File: src/rtl/ethpipe_tx.sv
// GMII frame transmitter: streams one frame from the TX slot RAM as
// preamble, SFD, data, zero pad, FCS, then holds the inter-frame gap.
module ethpipe_tx #(
  parameter logic [10:0] BASE_ADDR = 11'd0,
  parameter logic [11:0] MIN_LEN   = 12'd60,
  parameter int          IFG_LEN   = 12
) (
  input  logic        gmii_tx_clk,
  input  logic        sys_rst,
  input  logic [63:0] global_counter,
  input  logic        tx_start,
  input  logic [11:0] tx_frame_len,
  output logic        tx_busy,
  output logic        tx_done,
  output logic [63:0] tx_timestamp,
  output logic [10:0] slot_tx_eth_address,
  output logic        slot_tx_eth_rd_en,
  input  logic [31:0] slot_tx_eth_q,
  output logic [7:0]  gmii_txd,
  output logic        gmii_tx_en
);

  typedef enum logic [2:0] {
    S_IDLE, S_PRE, S_SFD, S_DATA, S_PAD, S_FCS, S_IFG
  } state_e;

  state_e      state_q, state_d;
  logic [11:0] cnt_q, cnt_d;
  logic [11:0] len_q, len_d;
  logic [31:0] crc_q, crc_d;
  logic [31:0] buf_q, buf_d;
  logic [7:0]  txd_q, txd_d;
  logic        en_q, en_d;
  logic        busy_q, busy_d;
  logic        done_q, done_d;
  logic [63:0] ts_q, ts_d;
  logic [10:0] addr_q, addr_d;
  logic        rd_q, rd_d;

  logic [11:0] nxt;
  logic [10:0] word;
  logic [1:0]  lane;
  logic [7:0]  dbyte;
  logic [31:0] fcs;
  logic        crc_en;

  function automatic logic [31:0] crc_step(
    input logic [31:0] c,
    input logic [7:0]  b
  );
    logic [31:0] r;
    r = c ^ {24'd0, b};
    for (int i = 0; i < 8; i++) begin
      r = r[0] ? ((r >> 1) ^ 32'hEDB88320) : (r >> 1);
    end
    return r;
  endfunction

  assign nxt  = cnt_q + 12'd1;
  assign word = {1'b0, cnt_q[11:2]} + 11'd1;
  assign lane = nxt[1:0];
  // Lane 0 comes straight from the RAM; the word is kept for lanes 1..3.
  assign dbyte = (lane == 2'd0) ? slot_tx_eth_q[7:0]
                                : buf_q[{lane, 3'b000} +: 8];
  assign fcs  = ~crc_q;

  always_comb begin
    state_d = state_q;
    cnt_d   = cnt_q;
    len_d   = len_q;
    crc_d   = crc_q;
    buf_d   = buf_q;
    txd_d   = txd_q;
    en_d    = en_q;
    busy_d  = busy_q;
    done_d  = 1'b0;
    ts_d    = ts_q;
    addr_d  = addr_q;
    rd_d    = 1'b0;
    crc_en  = 1'b0;
    unique case (state_q)
      S_IDLE: begin
        if (tx_start) begin
          if (tx_frame_len != 12'd0) begin
            state_d = S_PRE;
            cnt_d   = 12'd0;
            len_d   = tx_frame_len;
            busy_d  = 1'b1;
            txd_d   = 8'h55;
            en_d    = 1'b1;
            crc_d   = 32'hFFFFFFFF;
          end else begin
            done_d = 1'b1;
          end
        end
      end
      S_PRE: begin
        cnt_d = nxt;
        if (cnt_q == 12'd5) begin
          rd_d   = 1'b1;
          addr_d = BASE_ADDR;
        end
        if (cnt_q == 12'd6) begin
          state_d = S_SFD;
          txd_d   = 8'hD5;
        end
      end
      S_SFD: begin
        state_d = S_DATA;
        cnt_d   = 12'd0;
        ts_d    = global_counter;
        txd_d   = slot_tx_eth_q[7:0];
        buf_d   = slot_tx_eth_q;
        crc_en  = 1'b1;
      end
      S_DATA: begin
        cnt_d = nxt;
        // Fetch word w two cycles before its lane-0 byte is needed.
        if (cnt_q[1:0] == 2'd1 && {word, 2'b00} < {1'b0, len_q}) begin
          rd_d   = 1'b1;
          addr_d = BASE_ADDR + word;
        end
        if (nxt < len_q) begin
          txd_d  = dbyte;
          crc_en = 1'b1;
          if (lane == 2'd0) buf_d = slot_tx_eth_q;
        end else if (nxt < MIN_LEN) begin
          state_d = S_PAD;
          txd_d   = 8'h00;
          crc_en  = 1'b1;
        end else begin
          state_d = S_FCS;
          cnt_d   = 12'd0;
          txd_d   = fcs[7:0];
        end
      end
      S_PAD: begin
        cnt_d = nxt;
        if (nxt < MIN_LEN) begin
          txd_d  = 8'h00;
          crc_en = 1'b1;
        end else begin
          state_d = S_FCS;
          cnt_d   = 12'd0;
          txd_d   = fcs[7:0];
        end
      end
      S_FCS: begin
        cnt_d = nxt;
        if (cnt_q == 12'd3) begin
          state_d = S_IFG;
          cnt_d   = 12'd0;
          txd_d   = 8'h00;
          en_d    = 1'b0;
        end else begin
          txd_d = fcs[{lane, 3'b000} +: 8];
        end
      end
      S_IFG: begin
        cnt_d = nxt;
        if (cnt_q == 12'(IFG_LEN - 1)) begin
          state_d = S_IDLE;
          busy_d  = 1'b0;
          done_d  = 1'b1;
          addr_d  = BASE_ADDR;
        end
      end
      default: state_d = S_IDLE;
    endcase
    if (crc_en) crc_d = crc_step(crc_q, txd_d);
  end

  always_ff @(posedge gmii_tx_clk) begin
    if (sys_rst) begin
      state_q <= S_IDLE;
      cnt_q   <= 12'd0;
      len_q   <= 12'd0;
      crc_q   <= 32'hFFFFFFFF;
      buf_q   <= 32'd0;
      txd_q   <= 8'd0;
      en_q    <= 1'b0;
      busy_q  <= 1'b0;
      done_q  <= 1'b0;
      ts_q    <= 64'd0;
      addr_q  <= BASE_ADDR;
      rd_q    <= 1'b0;
    end else begin
      state_q <= state_d;
      cnt_q   <= cnt_d;
      len_q   <= len_d;
      crc_q   <= crc_d;
      buf_q   <= buf_d;
      txd_q   <= txd_d;
      en_q    <= en_d;
      busy_q  <= busy_d;
      done_q  <= done_d;
      ts_q    <= ts_d;
      addr_q  <= addr_d;
      rd_q    <= rd_d;
    end
  end

  assign gmii_txd            = txd_q;
  assign gmii_tx_en          = en_q;
  assign tx_busy             = busy_q;
  assign tx_done             = done_q;
  assign tx_timestamp        = ts_q;
  assign slot_tx_eth_address = addr_q;
  assign slot_tx_eth_rd_en   = rd_q;

endmodule

File: config.mk
export PLATFORM = sky130hd
export DESIGN_NAME = ethpipe_tx
export DESIGN_NICKNAME = d
export VERILOG_FILES = /design/src/rtl/ethpipe_tx.sv
export SDC_FILE = /design/constraint.sdc
export NUM_CORES = 1
export LEC_CHECK = 0
export CORE_ASPECT_RATIO = 0.8
export CORE_MARGIN = 8
export CORE_UTILIZATION = 40
export CTS_BUF_LIST = sky130_fd_sc_hd__clkbuf_4 sky130_fd_sc_hd__clkbuf_8
export CTS_CLUSTER_SIZE = 16
export DETAILED_ROUTE_END_ITERATION = 10
export GPL_TIMING_DRIVEN = 0
export PLACE_DENSITY = 0.62
export SYNTH_ARGS = -nofsm -noshare
export SYNTH_HDL_FRONTEND = slang
export SYNTH_SLANG_ARGS = --single-unit
File: constraint.sdc
create_clock -name gmii_tx_clk -period 12.39 [get_ports gmii_tx_clk]
set_input_delay 2.478 -clock gmii_tx_clk [delete_from_list [all_inputs] [get_ports gmii_tx_clk]]
set_output_delay 2.478 -clock gmii_tx_clk [all_outputs]
set_load 0.1 [all_outputs]
==> reports/results.env <==
DIODES=0
DETAIL_ROUTE.DRC_VIOLATIONS=0
CTS_SINKS=178
INSERTION_DELAY_NS=0.48
CTS_MAX_PATH_BUFFERS=2
SYN-INSTANCE-COUNT=1131
IO_PINS=198
MAX-SLEW-MARGIN-REL_PCT=28.70
DESIGN.CORE.AREA_MM2=0.02262
CP.REQUIRED_NS=12.77
FP.DIEH_UM=152.0
POWER.DENSITY_CELL_AREA_mW_PER_MM2=256.9
PATH_DELAY_FAMILY='buffers and inverters'
DPL.HPWL_UM=24770
SLACK_OF_THE_WORST_REG_TO_REG_PATH_NS=5.88
SLEW_VIOL_FINAL=0
ROOT_BUFFER='clkbuf_8'
FLOORPLAN.INITIALDENSITY_PCT=40.89
SYN-CELL-AREA_MM2=0.009250
INITIAL_ANTENNA_VIOLATION_COUNT=1
SLOWEST_DELAY_NS=0.56
VIA_COUNT=8718
TIMING.CRITICAL_PATH.FANOUT_MAX=10
SYNTH_NETS=1270
DRT-TOTAL-WL_UM=31540
CLOCK-SKEW-FINAL_NS=0.02016
FP.DIEW_UM=186.0
PLACE_CONGESTION=0.9341
IRDROPWORSTVDD_V=0.0001543
LAYOUT.CELLS.MOST_COMMON_LIST='nand2_1, clkdlybuf4s50_1, dfxtp_1'
WORST-SETUP-PATH-TYPE='flop to flop'
PLACEMENT.IO_BUFFERS=196
GRT_PASS1_WL_UM=48510
ROUTE.DETAILED.VIAS_PER_INST=5.236
STDCELL_COUNT=1665
HOLD_PATH_CLASS='flop to flop'
SYNTH-SEQ-AREA-SHARE_PCT=38.52
END_KIND='flop'
CTS_TREE='done'
CLKTRANSATPATHREGS_NS=0.12
CRIT_ARRIVAL_NS=6.89
SYN_TO_FINAL_GROWTH_PCT=29.91
CTS-RESIZED-GATES=0
SLOWEST_STAGE='dfxtp_1'
GRT_MAX_DEGREE=20
CTS_HOLD_BUF=0
BUFFERS_AND_INVERTERS_ON_THE_WORST_PATH=7
GRT_UTIL_ALL_LAYERS_PCT=22.03
SETUP_VIOL_COUNT_FINAL=0
POSTSYNTHREGISTERBITS=178
POWER.STATIC_LEAKAGE_nW=4.174
YOSYS_MOST_USED_DFF='dfxtp_1'
LAYOUT_WORST_PATH_CYCLE_SHARE_PCT=52.52
POST_SYNTH_NUM_CELL_TYPES=69
SETUP_TNS_NS=0
WIRE_PER_INST_UM=18.94
MAX_CAP_VIOL=0
GRT_PASS1_VIAS=8117
POST-SYNTH-TOP-AREA-FRACTION_PCT=38.52
OVERFLOW=0
CTS_BUFFERS=17
CTS_SETUP_BUFFERS=0
SYNTH_LARGEST_AREA_CELL='dfxtp_1'
CP_CELL_SEQUENCE='buf_6, buf_2, inv_1, ha_1, clkbuf_1, clkbuf_8, inv_1, ha_1, a211o_1, a31o_2, a41oi_1, o21ai_0, o21ai_2, clkbuf_1, nor3b_1, a21oi_4, xnor2_2, xnor2_1, xnor2_1, a211o_1'
HOLD_VIOL=0
FP.DIEAREA_MM2=0.02828
RUN_STATUS='complete, no violations'
YS_TOP_CELLS_BY_AREA='dfxtp_1, nand2_1, a21oi_1, xnor2_1, nor2_1'
START_KIND='flop'
ROW_COUNT=49
GRT_SETUP_UNREPAIRED='false'
SYNTH_ENABLE_FLOP_CELLS=0
SYN_AREA_PER_CELL_UM2=8.179
SYNTH-ASYNC-RESET-RATIO_PCT=0
MAX_FREQ_MHz=153.7
DRIVE_ABOVE_1_SHARE_PCT=8.094
DRT_ITER0_DRC=652
WORST_PIN_SLEW_NS=1.066
DP_CELLS=1633
DESIGN.FINAL.NETS=1485
ANT_NETS=0
SYNTHESIS.YOSYS.WARNINGS=0
FINAL_COMMON_CELL='nand2_1'
DETAILEDROUTE.FIRSTPASSITERATIONCOUNT=5
H_TREE_LEVEL_COUNT=4
FINAL_PERIOD_MINUS_WORST_SETUP_SLACK_NS=6.507
[report_power, final]
| part | internal, mW | switching, mW | total, mW |
|---|---|---|---|
| sequential | 0.691 | 0.108 | 0.799 |
| clock | 0.174 | 0.256 | 0.430 |
| combinational | 0.706 | 1.15 | 1.86 |
[synthesized netlist by cell type (6+ instances only)]
cell      count
nor2_1       98
ha_1         28
dfxtp_1     178
clkbuf_1     48
inv_1        30
mux2i_1      15
buf_1         7
o21ai_0      22
nand2b_1      8
o21a_1       10
nand2_1     253
a21oi_1     151
clkbuf_8      9
a211o_1      11
nand3_1      12
or3_1         6
nor2b_1       7
mux4_2       14
nor3_1       27
nand4_1       6
xnor2_1      47
xor2_1       25
or2_2        15
nor4_1        9
a22oi_1      11
[routing by layer]
layer | wire [um] | vias up | track usage (%)
met5 | 8 | - | 0
li1 | - | 4272 | -
met1 | 14270 | 4095 | 30.78
met3 | 3096 | 15 | 7.102
met2 | 13950 | 334 | 33.19
met4 | 214 | 2 | 3.247
[worst paths after layout]
kind / from / endpoint / depth (start not counted)
min: slot_tx_eth_address[1] / slot_tx_eth_address[1] / 2
max: cnt_q[0] / crc_q[27] / 20
min reg2reg: slot_tx_eth_address[1] / slot_tx_eth_address[1] / 2
max reg2reg: cnt_q[0] / crc_q[27] / 20
[metrics by stage]
step                power (mW)  hold WS, ns  worst slack (ns)  util [%]  area [um^2]
CTS                      3.074       0.4620             6.028     53.12        12020
floorplan                2.198       0.4315             6.907         -         9250
detailed placement       2.636       0.4474             5.818     51.25        11590
global placement         2.630       0.4404             5.831     51.25        11590
global route             3.267       0.4795             5.611     53.12        12020
finish                   3.087       0.4593             5.883     53.12        12020
[flip-flops by register name, summed over array words and instances, names as in the netlist]
name and flops:
tx_timestamp 64, crc_q 32, state_q 3, len_q 12
cnt_q 12, tx_busy 1, slot_tx_eth_rd_en 1, tx_done 1
buf_q 32, gmii_tx_en 1, slot_tx_eth_address 11, gmii_txd 8
[cell type report]
class / count / area, um^2
buffer: 77 / 434.2
clock buffer: 17 / 234.0
clock inverter: 15 / 187.7
fill: 2164 / 10610
inverter: 31 / 116.4
multi-input combinational: 845 / 5136
sequential: 178 / 3563
tap: 306 / 382.9
timing repair buffer: 196 / 1962
[kinds of logic after synthesis]
logic type	after synthesis	share of synthesized area, %
simple gates	459	21.44
compound gates	248	16.39
flops	178	38.52
buf+inv	108	5.951
xor+xnor	78	8.183
mux	32	5.722
fa+ha+maj	28	3.787
[worst min-delay path: stages, from the launching register on]
cell and delay [ns]:
dfxtp_1 0.33, nand2_1 0.05, a21oi_1 0.05
Power figures use the tool's default switching activity.
==> patch 1, RTL diff (same flow settings) <==
Re-encode `state_e` (7 states) as Gray code, 3 bits wide.
--- a/src/rtl/ethpipe_tx.sv
+++ b/src/rtl/ethpipe_tx.sv
@@ -21,7 +21,7 @@
 );
 
   typedef enum logic [2:0] {
-    S_IDLE, S_PRE, S_SFD, S_DATA, S_PAD, S_FCS, S_IFG
+    S_IDLE = 3'b000, S_PRE = 3'b001, S_SFD = 3'b011, S_DATA = 3'b010, S_PAD = 3'b110, S_FCS = 3'b111, S_IFG = 3'b101
   } state_e;
 
   state_e      state_q, state_d;
Function: same outputs for any inputs over 10 cycles, from zero or initial values and one cycle with sys_rst high; not proved beyond that.
==> patch 1 against the original RTL <==
  * Cell area up 1.2%
  * Sequential cell count did not move
  * Critical path depth fell by 10
  * Sequential power down 7.6%
  * Wire length is 1.4% lower
  * Area after synthesis increased by 1.0%
  * Setup slack worse by 0.084 ns
  * Via count down 1.5%
  * Total power increased by 2.8%
==> patch 1: results (changes against the original RTL) <==
metric,value,unit,change
DR pass1 iterations,6,,was 5
vias per cell,5.263,,was 5.236
"Avg Cell Area, Syn",8.567,um2,was 8.179 um2
Post-Synth XOR/XNOR Area,8.688,%,was 8.183%
crit share post-route,53.20,%,was 52.52%
share of cells above drive strength 1,7.197,%,was 8.094%
crit path max fanout,7,,was 10
placed wire-length estimate,23770,um,was 24770 um
Placer Congestion,0.9422,,was 0.9341
worst hold slack,0.4597,ns,was 0.4593 ns
pwr/cell area,261.0,nW/um2,was 256.9 nW/um2
Multi-In Gates,816,,was 845
routed vias,8590,,was 8718
ClkCell Share,3.685,%,was 3.509%
CP max stage delay,0.94,ns,was 0.56 ns
Min-Delay Endpoint,tx_timestamp[20],,was slot_tx_eth_address[1]
post-place setup slack,5.330,ns,was 5.818 ns
synth unique cells,77,,was 69
first-pass GRT wire length,48550,um,was 48510 um
area share of fa/ha/maj cells after synthesis,3.748,%,was 3.787%
bufs w/o clock,272,,was 273
R2R Path End,crc_q[21],,was crc_q[27]
Layout non-clock buf frac,19.67,%,was 19.94%
Crit-path slowest cell,mux2i_1,,was dfxtp_1
worst reg2reg setup slack,6.18,ns,was 5.88 ns
fill count,2194,,was 2164
vias in the first global route,8333,,was 8117
clock skew,0.02168,ns,was 0.02016 ns
CP Data Arrival Time,6.96,ns,was 6.89 ns
syn_nets,1230,,was 1270
largest net degree at the start of global routing,18,,was 20
Worst Hold Launch,tx_timestamp[20],,was slot_tx_eth_address[1]
register area share after synthesis,38.13,%,was 38.52%
internal power,1.695,mW,was 1.572 mW
synthesized instance count,1091,,was 1131
mux cell area share after synthesis,8.621,%,was 5.722%
leak pwr,4.262,nW,was 4.174 nW
status,finished clean,,unchanged
"Reg clk slew, reported paths",0.10,ns,was 0.12 ns
Port Buffer Count,197,,was 196
Worst-Skew Late Latency,0.50,ns,was 0.48 ns
clk_buf instances,19,,was 17
Layout Nets,1446,,was 1485
Post-synth top cells,"nand2_1 (184), dfxtp_1 (178), a21oi_1 (116)",,"was nand2_1 (253), dfxtp_1 (178), a21oi_1 (151)"
final wirelength,31110,um,was 31540 um
fraction of area in multi-input gates,43.44,%,was 42.74%
"Cell Area, Placed",11710,um2,was 11590 um2
peak supply drop,165.7,uV,was 154.3 uV
-- patch 1: cell count changes in the layout (fill, tap and decap cells not counted), moves of 8 or more --
cell	delta
nor3_1	+8
o21ai_0	+17
mux2i_1	+27
nand3b_1	+9
or2_2	-11
a211o_1	-10
inv_1	-11
a21oi_1	-35
nand3_1	+13
nand2_1	-69
-- patch 1: critical path: cells and delay by family --
| family | cells | cell delay [ns] |
|---|---|---|
| xor gates and xnor gates | 3 | 0.95 |
| and+or+nand+nor | 2 | 0.84 |
| AOI/OAI and AO/OA | 3 | 1.30 |
| buffers and inverters | 1 | 0.43 |
| muxes | 1 | 0.94 |
-- patch 1: power by group through the flow --
| stage | combinational (mW) | clock [mW] | sequential, mW |
|---|---|---|---|
| finish | 1.97 | 0.465 | 0.738 |
| global route | 2.14 | 0.496 | 0.750 |
| CTS | 1.97 | 0.474 | 0.737 |
| detailed placement | 1.95 | 0 | 0.750 |
| global placement | 1.94 | 0 | 0.747 |
| floorplan | 1.35 | 0 | 0.928 |
-- patch 1: layer usage --
metal  wire, um  vias up  GRT usage [%]
li1           -     4214              -
met2      13650      313          32.49
met3       2715       25          7.159
met1      14340     4036          28.91
met4        397        2          4.870
met5         13        -              0
-- patch 1: cell families (layout without fill, tap and decap cells) --
group / after synthesis / count (layout)
fa+ha+maj: 28 / 28
flops: 178 / 178
mux: 60 / 60
simple gates: 400 / 400
buf+inv: 97 / 326
compound gates: 246 / 246
xor+xnor: 82 / 82
-- patch 1: worst max path at each step --
stage	from	to	cells after the start
after global placement	tx_frame_len[7]	crc_q[20]	10
after CTS	tx_frame_len[8]	crc_q[23]	10
after detailed placement	tx_frame_len[8]	crc_q[20]	10
after floorplan	tx_frame_len[3]	crc_q[21]	10
final	tx_frame_len[8]	crc_q[23]	10
after global routing	tx_frame_len[7]	crc_q[20]	10
==> patch 2, RTL diff (config.mk and constraints unchanged) <==
Made on the original files. `IFG_LEN`: 12 -> 6.
--- a/src/rtl/ethpipe_tx.sv
+++ b/src/rtl/ethpipe_tx.sv
@@ -3,7 +3,7 @@
 module ethpipe_tx #(
   parameter logic [10:0] BASE_ADDR = 11'd0,
   parameter logic [11:0] MIN_LEN   = 12'd60,
-  parameter int          IFG_LEN   = 12
+  parameter int          IFG_LEN   = 6
 ) (
   input  logic        gmii_tx_clk,
   input  logic        sys_rst,
Formal check against the unedited RTL: same outputs for any inputs over 10 cycles, from zero or initial values and one cycle with sys_rst high; that may be too few to reach the edited logic, so the function may still have changed.
==> patch 2 against the original RTL <==
  * Area after synthesis is 2.0% lower
  * Setup slack gained 0.39 ns
  * Cell area decreased by 1.6%
  * Critical endpoint is now crc_q[23]
  * Global-route usage grew 0.16 points
  * Wire length shrank 2.5%
  * Utilization down 0.28 points
  * Sequential cell count unchanged
  * Final cell count decreased by 0.72%
  * Critical path type is now primary input to flip-flop
Power is not compared: it rests on default switching activity, and its combinational part moved more than twofold at a synthesized area within 25%.
==> patch 2: results (changes against the original RTL) <==
metric,value,unit,change
Crit-path slowest cell,nor4_1,,was dfxtp_1
mux cell area share after synthesis,6.102,%,was 5.722%
CP Data Arrival Time,6.47,ns,was 6.89 ns
routed vias,8720,,was 8718
DR pass1 iterations,7,,was 5
first-pass GRT wire length,48190,um,was 48510 um
number of cells in the design after placement,1621,,was 1633
metal2 WL,13440,um,was 13950 um
largest net degree at the start of global routing,21,,was 20
Layout Nets,1472,,was 1485
met3 routed WL,3190,um,was 3096 um
post-synthesis compound-gate area fraction,17.71,%,was 16.39%
area share of fa/ha/maj cells after synthesis,3.728,%,was 3.787%
crit path max fanout,5,,was 10
Worst Hold Launch,slot_tx_eth_address[10],,was slot_tx_eth_address[1]
clock skew,0.02701,ns,was 0.02016 ns
M2 GR Usage,33.65,%,was 33.19%
largest cells by area after synthesis,"dfxtp_1 (39%), nand2_1 (11%), a21oi_1 (8.3%), xnor2_1 (5.4%), mux4_2 (4.0%)",,"was dfxtp_1 (39%), nand2_1 (10%), a21oi_1 (8.2%), xnor2_1 (4.5%), nor2_1 (4.0%)"
Min-Delay Endpoint,slot_tx_eth_address[10],,was slot_tx_eth_address[1]
share of cells above drive strength 1,6.236,%,was 8.094%
status,finished clean,,unchanged
synth unique cells,71,,was 69
post-place setup slack,5.763,ns,was 5.818 ns
"Cell Area, Placed",11410,um2,was 11590 um2
Worst R2R Path Depth,18,,was 20
Area Overhead vs Synth,30.47,%,was 29.91%
wire per inst,18.61,um,was 18.94 um
"Avg Cell Area, Syn",8.099,um2,was 8.179 um2
worst hold slack,0.4340,ns,was 0.4593 ns
Post-synth top cells,"nand2_1 (267), dfxtp_1 (178), a21oi_1 (150)",,"was nand2_1 (253), dfxtp_1 (178), a21oi_1 (151)"
Post-Synth XOR/XNOR Area,8.353,%,was 8.183%
Placer Congestion,0.9542,,was 0.9341
M1 WL,13640,um,was 14270 um
Worst slew margin,30.63,%,was 28.70%
R2R Path End,crc_q[23],,was crc_q[27]
routing usage on met1,29.14,%,was 30.78%
placed wire-length estimate,23840,um,was 24770 um
[patch 2: cell count changes after synthesis, sizes merged, moves of 5 or more]
| cell | before | now |
|---|---|---|
| xnor2 | 50 | 59 |
| or2 | 16 | 4 |
| a211o | 11 | 1 |
| inv | 31 | 24 |
| nand2 | 254 | 267 |
| a21o | 0 | 5 |
| buf | 20 | 12 |
| nor2 | 99 | 83 |
[patch 2: area by class of cell]
| cell class | count | share of cell area [%] |
|---|---|---|
| Sequential cell | 178 | 30.14 |
| Inverter | 25 | 0.7937 |
| Buffer | 71 | 2.370 |
| Timing Repair Buffer | 196 | 16.59 |
| Clock buffer | 17 | 1.979 |
| Tap cell | 306 | 3.238 |
| Multi-Input combinational cell | 845 | 43.34 |
| Clock inverter | 15 | 1.545 |
[patch 2: worst max-delay path by stage]
stage                          from  cells past startpoint  slack, ns   endpoint
floorplan           tx_frame_len[3]                     11       7.13  crc_q[18]
global placement    tx_frame_len[8]                     12       5.75  crc_q[21]
detailed placement  tx_frame_len[9]                     12       5.76  crc_q[21]
CTS                 tx_frame_len[9]                     12       6.28  crc_q[21]
global route               cnt_q[0]                     18       6.02  crc_q[21]
finish              tx_frame_len[3]                     12       6.28  crc_q[23]
[patch 2: cell families after synthesis]
family          count (synthesis)
xor+xnor                       83
simple gates                  440
buf+inv                        96
fa+ha+maj                      27
compound gates                260
flops                         178
mux                            35
[patch 2: power by group through the flow]
| stage | logic [mW] | registers [mW] | clock network [mW] |
|---|---|---|---|
| 2_1_floorplan | 0.271 | 0.703 | 0 |
| 3_3_place_gp | 0.476 | 0.634 | 0 |
| 3_5_place_dp | 0.478 | 0.635 | 0 |
| 4_1_cts | 0.481 | 0.622 | 0.429 |
| 5_1_grt | 0.520 | 0.626 | 0.450 |
| 6_report | 0.484 | 0.622 | 0.418 |
